===== src/rtl/spi_sensor_slave_if.sv =====
// spi_sensor_slave_if: SPI pins plus the sensor slave's status outputs.
interface spi_sensor_slave_if;
  logic       cs_i;
  logic       sclk_i;
  logic       mosi_i;
  logic       miso_o;
  logic       frame_active_o;
  logic       byte_valid_o;
  logic [7:0] rx_byte_o;
  logic       frame_err_o;
  logic [7:0] cfg_o;
  modport slave (
    input  cs_i, sclk_i, mosi_i,
    output miso_o, frame_active_o, byte_valid_o, rx_byte_o, frame_err_o, cfg_o
  );
  modport master (
    output cs_i, sclk_i, mosi_i,
    input  miso_o, frame_active_o, byte_valid_o, rx_byte_o, frame_err_o, cfg_o
  );
endinterface


===== src/rtl/spi_sensor_slave.sv =====
// spi_sensor_slave: mode-0 SPI slave exposing an 8x8 register map with ID, config and sample snapshot.
module spi_sensor_slave #(
  parameter logic [7:0] DEV_ID      = 8'hE5,
  parameter int         SYNC_STAGES = 2
) (
  input logic clk,
  input logic rst,
  spi_sensor_slave_if.slave bus_if
);
  typedef enum logic [1:0] {IDLE, CMD, DATA} state_t;
  state_t state_q, state_d;
  logic [SYNC_STAGES-1:0] cs_sync_q, sclk_sync_q, mosi_sync_q;
  logic        cs_e_q, sclk_e_q;
  logic [2:0]  bit_cnt_q, addr_q, rd_addr;
  logic [7:0]  rx_shift_q, tx_shift_q, rx_byte_q, rd_data, rx_next;
  logic [7:0]  r1_q, r2_q, r3_q, frame_cnt_q;
  logic [15:0] cnt_q, snap_q;
  logic        last_err_q, read_q, cmd_done_q, byte_done_q, byte_valid_q, frame_err_q;
  logic        cs_s, sclk_s, mosi_s, cs_fall, cs_rise, active, sclk_rise, sclk_fall;
  assign cs_s      = cs_sync_q[SYNC_STAGES-1];
  assign sclk_s    = sclk_sync_q[SYNC_STAGES-1];
  assign mosi_s    = mosi_sync_q[SYNC_STAGES-1];
  assign cs_fall   = cs_e_q & ~cs_s;
  assign cs_rise   = ~cs_e_q & cs_s;
  assign active    = state_q != IDLE;
  // sclk edges coinciding with the end of a frame must not disturb the byte counter
  assign sclk_rise = active & ~cs_rise & ~sclk_e_q & sclk_s;
  assign sclk_fall = active & ~cs_rise & sclk_e_q & ~sclk_s;
  assign rx_next   = {rx_shift_q[6:0], mosi_s};
  always_ff @(posedge clk or posedge rst) begin
    if (rst) begin
      cs_sync_q   <= '1;
      sclk_sync_q <= '0;
      mosi_sync_q <= '0;
      cs_e_q      <= 1'b1;
      sclk_e_q    <= 1'b0;
    end else begin
      cs_sync_q   <= {cs_sync_q[SYNC_STAGES-2:0], bus_if.cs_i};
      sclk_sync_q <= {sclk_sync_q[SYNC_STAGES-2:0], bus_if.sclk_i};
      mosi_sync_q <= {mosi_sync_q[SYNC_STAGES-2:0], bus_if.mosi_i};
      cs_e_q      <= cs_s;
      sclk_e_q    <= sclk_s;
    end
  end
  always_ff @(posedge clk or posedge rst) begin
    if (rst) state_q <= IDLE;
    else     state_q <= state_d;
  end
  always_comb begin
    state_d = state_q;
    case (state_q)
      IDLE:    state_d = cs_fall ? CMD : IDLE;
      CMD:     state_d = cs_rise ? IDLE : (sclk_rise && bit_cnt_q == 3'd7) ? DATA : CMD;
      DATA:    state_d = cs_rise ? IDLE : DATA;
      default: state_d = IDLE;
    endcase
  end
  always_comb begin
    bus_if.frame_active_o = active;
    bus_if.miso_o         = ~bus_if.cs_i & (state_q == DATA) & read_q & tx_shift_q[7];
  end
  // command byte addresses its own start register; data bytes fetch the following one
  always_comb begin
    rd_addr = (state_q == CMD) ? rx_next[2:0] : addr_q + 3'd1;
    case (rd_addr)
      3'd0:    rd_data = DEV_ID;
      3'd1:    rd_data = r1_q;
      3'd2:    rd_data = r2_q;
      3'd3:    rd_data = r3_q;
      3'd4:    rd_data = snap_q[15:8];
      3'd5:    rd_data = snap_q[7:0];
      3'd6:    rd_data = frame_cnt_q;
      default: rd_data = {7'b0, last_err_q};
    endcase
  end
  always_ff @(posedge clk or posedge rst) begin
    if (rst) begin
      bit_cnt_q    <= '0;
      addr_q       <= '0;
      rx_shift_q   <= '0;
      tx_shift_q   <= '0;
      rx_byte_q    <= '0;
      r1_q         <= '0;
      r2_q         <= '0;
      r3_q         <= '0;
      frame_cnt_q  <= '0;
      last_err_q   <= 1'b0;
      cnt_q        <= '0;
      snap_q       <= '0;
      read_q       <= 1'b0;
      cmd_done_q   <= 1'b0;
      byte_done_q  <= 1'b0;
      byte_valid_q <= 1'b0;
      frame_err_q  <= 1'b0;
    end else begin
      cnt_q        <= cnt_q + 16'd1;
      byte_done_q  <= 1'b0;
      byte_valid_q <= byte_done_q;
      frame_err_q  <= 1'b0;
      if (byte_done_q) rx_byte_q <= rx_shift_q;
      if (cs_fall) begin
        snap_q     <= cnt_q;
        bit_cnt_q  <= '0;
        cmd_done_q <= 1'b0;
      end
      if (sclk_rise) begin
        rx_shift_q <= rx_next;
        bit_cnt_q  <= bit_cnt_q + 3'd1;
        if (bit_cnt_q == 3'd7) begin
          byte_done_q <= 1'b1;
          tx_shift_q  <= rd_data;
          if (state_q == CMD) begin
            read_q     <= rx_next[7];
            addr_q     <= rx_next[2:0];
            cmd_done_q <= 1'b1;
          end else begin
            if (!read_q && addr_q == 3'd1) r1_q <= rx_next;
            if (!read_q && addr_q == 3'd2) r2_q <= rx_next;
            if (!read_q && addr_q == 3'd3) r3_q <= rx_next;
            addr_q <= addr_q + 3'd1;
          end
        end
      end
      if (sclk_fall && state_q == DATA && read_q && bit_cnt_q != 3'd0)
        tx_shift_q <= {tx_shift_q[6:0], 1'b0};
      if (cs_rise && active) begin
        bit_cnt_q   <= '0;
        cmd_done_q  <= 1'b0;
        frame_err_q <= bit_cnt_q != 3'd0;
        last_err_q  <= bit_cnt_q != 3'd0;
        if (cmd_done_q) frame_cnt_q <= frame_cnt_q + 8'd1;
      end
    end
  end
  assign bus_if.byte_valid_o = byte_valid_q;
  assign bus_if.rx_byte_o    = rx_byte_q;
  assign bus_if.frame_err_o  = frame_err_q;
  assign bus_if.cfg_o        = r1_q;
endmodule

===== src/flat_wrapper.sv =====
// flat-port wrapper written by rule: the top's interface ports become plain ports
module spi_sensor_slave_flat 
#(
  parameter logic [7:0] DEV_ID      = 8'hE5,
  parameter int         SYNC_STAGES = 2
)
  (clk, rst, bus_if_cs_i, bus_if_sclk_i, bus_if_mosi_i, bus_if_miso_o, bus_if_frame_active_o, bus_if_byte_valid_o, bus_if_rx_byte_o, bus_if_frame_err_o, bus_if_cfg_o);
  spi_sensor_slave_if bus_if_i ();
  input logic clk;
  input logic rst;
  input wire logic [$bits(bus_if_i.cs_i)-1:0] bus_if_cs_i;
  input wire logic [$bits(bus_if_i.sclk_i)-1:0] bus_if_sclk_i;
  input wire logic [$bits(bus_if_i.mosi_i)-1:0] bus_if_mosi_i;
  output wire logic [$bits(bus_if_i.miso_o)-1:0] bus_if_miso_o;
  output wire logic [$bits(bus_if_i.frame_active_o)-1:0] bus_if_frame_active_o;
  output wire logic [$bits(bus_if_i.byte_valid_o)-1:0] bus_if_byte_valid_o;
  output wire logic [$bits(bus_if_i.rx_byte_o)-1:0] bus_if_rx_byte_o;
  output wire logic [$bits(bus_if_i.frame_err_o)-1:0] bus_if_frame_err_o;
  output wire logic [$bits(bus_if_i.cfg_o)-1:0] bus_if_cfg_o;
  assign bus_if_i.cs_i = bus_if_cs_i;
  assign bus_if_i.sclk_i = bus_if_sclk_i;
  assign bus_if_i.mosi_i = bus_if_mosi_i;
  assign bus_if_miso_o = bus_if_i.miso_o;
  assign bus_if_frame_active_o = bus_if_i.frame_active_o;
  assign bus_if_byte_valid_o = bus_if_i.byte_valid_o;
  assign bus_if_rx_byte_o = bus_if_i.rx_byte_o;
  assign bus_if_frame_err_o = bus_if_i.frame_err_o;
  assign bus_if_cfg_o = bus_if_i.cfg_o;
  spi_sensor_slave #(.DEV_ID(DEV_ID), .SYNC_STAGES(SYNC_STAGES)) u_core (.clk(clk), .rst(rst), .bus_if(bus_if_i));
endmodule

===== config.mk =====
export PLATFORM = sky130hd
export DESIGN_NAME = spi_sensor_slave_flat
export DESIGN_NICKNAME = d
export VERILOG_FILES = /design/src/rtl/spi_sensor_slave_if.sv /design/src/rtl/spi_sensor_slave.sv /design/src/flat_wrapper.sv
export SDC_FILE = /design/constraint.sdc
export NUM_CORES = 1
export LEC_CHECK = 0
export CORE_MARGIN = 3
export CORE_UTILIZATION = 45
export DETAILED_ROUTE_END_ITERATION = 6
export PLACE_DENSITY = 0.65
export REMOVE_ABC_BUFFERS = 1
export SETUP_SLACK_MARGIN = 0.4
export SLEW_MARGIN = 30
export SYNTH_ARGS = -nofsm -noshare
export SYNTH_HDL_FRONTEND = slang
export SYNTH_SLANG_ARGS = --single-unit

===== constraint.sdc =====
create_clock -name clk -period 9.71 [get_ports clk]
set_input_delay 1.4565 -clock clk [delete_from_list [all_inputs] [get_ports clk]]
set_output_delay 1.4565 -clock clk [all_outputs]
set_load 0.05 [all_outputs]

==> metrics <==
ANT nets after route=0; H-tree depth=3; crit-path leading delay family=buffers and inverters; vias per inst=5.70; Crit Path Class=in -> out; post-layout min period=4360 ps; PnR worst setup slack=approximately 5400 ps; Ports=25; total chip power=0.898 mW; fmax=~230 MHz; post-route setup TNS=0 ps; port bufs=24; Hold Crit Endpoint=u_core.mosi_sync_q[1]; Antenna diodes=0; DP HPWL=between 6000 and 7000 um; drt total wl=9750 um; Clock Sinks=110; register bit total from synthesis=110; die area=12000 sq um; TritonCTS Buffers=9; sequential share of the synthesized area=57.0%; Die Ht=approximately 110 um; Hold Crit Depth=0; clock-pin slew on the worst setup and hold paths=around 90 ps; synth warn=0; clk_skew=14.2 ps; Max Cap Violations=0; first-pass GRT wire length=15900 um; grt peak-use layer=met1; layout cells sized above 1=between 10% and 20%; Peak VDD IR=approximately 110 uV; number of global-route vias before repair=approximately 3000; synth-to-layout area growth=12.2%; Top cell by count, worst path=clkdlybuf4s50_1; Buf/Inv on CP=2; top cell type's share of synthesized area=55.4%; # setup viols final=0; Final Cycle Share=44.9%; Hold Crit Start=u_core.mosi_sync_q[0]; row count=37; grt met1 use=between 20% and 30%; worst skew pair latency=380 ps; Remaining DRCs=0; Final Hold Viols=0; average wire per standard cell=roughly 18 um; outcome=complete, no violations; worst hold path class=reg -> reg; Initial Util=between 40% and 50%; Post-synth EDFFs=0; post-place setup slack=5350 ps; Post-CTS Setup Inserts=0; Setup crit end kind=output pin; crit path max-delay cell type=clkdlybuf4s50_1; RSZ-0062 raised after global routing=no; average size of a mapped cell=12.7 sq um; R2R Path End=u_core.r2_q[1]; GR Util met3=4.99%; Max Slew Vio Count=0; hold-fix buffers at CTS=0; gr ovfl total=0; CP peak stage delay=830 ps; post_cts resized=0; largest net degree at the start of global routing=72; Worst-Margin Slew=919 ps; flop-to-flop setup slack=between 6000 and 7000 ps; RD Place Congestion=0.837; maximum fanout along the worst path=2; synthesized area=4830 sq um; largest cells by area after synthesis=dfrtp_1, mux2_2, mux2_1; Crit path required time=a little over 8000 ps; ys async rst share=100%; Net count, final=between 400 and 500; GRT Total Usage=17.6%; CTS root buffer=clkbuf_8; LEAKAGE=2.56 nW; Rel. slew slack=38.5%; startpoint types=input port; R2R depth=5; vias after detailed routing=3107; drt initial violations=305; Hold Worst Slack=363 ps; count of different cell masters after synthesis=47; largest area contributor in the netlist=dfrtp_1; crit-path cells=clkdlybuf4s50_1, nor3b_1, clkdlybuf4s50_1; CTS tree=done; met2 Usage GRT=25.1%; clock tree buffer depth=2; drt pass-1 iters=5; core area=roughly 10000 sq um; Pwr per Cell Area=approximately 170 nW/um^2; RR Startpoint=u_core.cs_e_q; Critical Path AT=2900 ps; Synth Flop Type=dfrtp_1; Syn Inst Count=380; initial antenna violation count=0; die width=110 um
[cell usage in the layout (no fill, tap or decap), drive strengths merged, types with 2 or more instances in the layout]
cell type / count
a22oi: 7
o31ai: 5
inv: 14
nor2: 15
o21ai: 15
and4: 3
ha: 9
mux2i: 3
a221oi: 7
a21oi: 5
clkbuf: 12
dfrtp: 107
and3: 2
nor3: 2
xnor2: 15
dfstp: 3
and2: 2
nand2: 26
a222oi: 4
buf: 5
nand4: 6
mux2: 64
nand2b: 5
clkdlybuf4s50: 24
xor2: 6
nand3b: 3
nor2b: 5
a22o: 10
nand3: 8
[metrics by stage]
step / utilization, % / instance area, sq um / instances
4_1_cts: 52.1 / 5400 / 544
6_report: 52.3 / 5420 / 545
2_1_floorplan: - / 4760 / 364
3_3_place_gp: 50.2 / 5200 / 528
3_5_place_dp: 50.2 / 5200 / 528
5_1_grt: 52.3 / 5420 / 545
[cell type report]
cell class / count / area [sq um]
fillers: 920 / 4950
multi-input cells: 242 / 1960
repair buffers: 29 / 290
flip-flops and latches: 110 / 2760
well taps: 136 / 170
clock inverters: 4 / 36.3
inverters: 12 / 47.5
clock buffers: 12 / 165
[layer usage]
| metal | share of wire (%) | wire length [um] |
|---|---|---|
| met1 | 48 | 4660 |
| met4 | 1.7 | 165 |
| met3 | 5.4 | 526 |
| met5 | 0 | 0 |
| met2 | 45 | 4390 |
[Yosys cell counts (6+ instances only)]
master	count
a221oi_1	7
a22o_1	10
a22oi_1	7
buf_2	7
clkbuf_1	8
dfrtp_1	107
ha_1	9
inv_1	12
mux2_1	19
mux2_2	45
nand2_1	26
nand3_1	8
nand4_1	6
nor2_1	15
o21ai_0	11
xnor2_1	15
xor2_1	6
[worst max-delay path by stage]
stage	from	end	slack [ps]	depth (start not counted)
2_1_floorplan	rst	u_core.addr_q[0]	5360	1
3_3_place_gp	bus_if_cs_i	bus_if_miso_o	5350	3
3_5_place_dp	bus_if_cs_i	bus_if_miso_o	5350	3
4_1_cts	bus_if_cs_i	bus_if_miso_o	5350	3
5_1_grt	bus_if_cs_i	bus_if_miso_o	5330	3
6_report	bus_if_cs_i	bus_if_miso_o	5350	3
[logic make-up (layout without fill, tap and decap cells)]
| kind of cell | after synthesis | after routing | synth area share (%) |
|---|---|---|---|
| adders and majority gates | 9 | 9 | 2.33 |
| buffers and inverters | 28 | 57 | 2.43 |
| and+or+nand+nor | 84 | 84 | 9.53 |
| DFF | 110 | 110 | 57.0 |
| xor gates and xnor gates | 21 | 21 | 3.81 |
| muxes | 67 | 67 | 15.5 |
| AOI/OAI and AO/OA | 61 | 61 | 9.32 |
[flip-flops by register name (all words and copies together), names as in the netlist, 3 cells and up]
signal / flops
u_core.tx_shift_q: 8
u_core.bit_cnt_q: 3
u_core.cnt_q: 16
u_core.snap_q: 16
u_core.addr_q: 3
u_core.r3_q: 8
u_core.rx_shift_q: 8
u_core.bus_if.rx_byte_o: 8
u_core.bus_if.cfg_o: 8
u_core.r2_q: 8
u_core.frame_cnt_q: 8
[report_power, final]
group          switching [mW]  internal [mW]  leakage [nW]
combinational          0.0680         0.0463         0.985
sequential             0.0333          0.477          1.47
clock                   0.155          0.118         0.101
(Power assumes the default switching activity.)
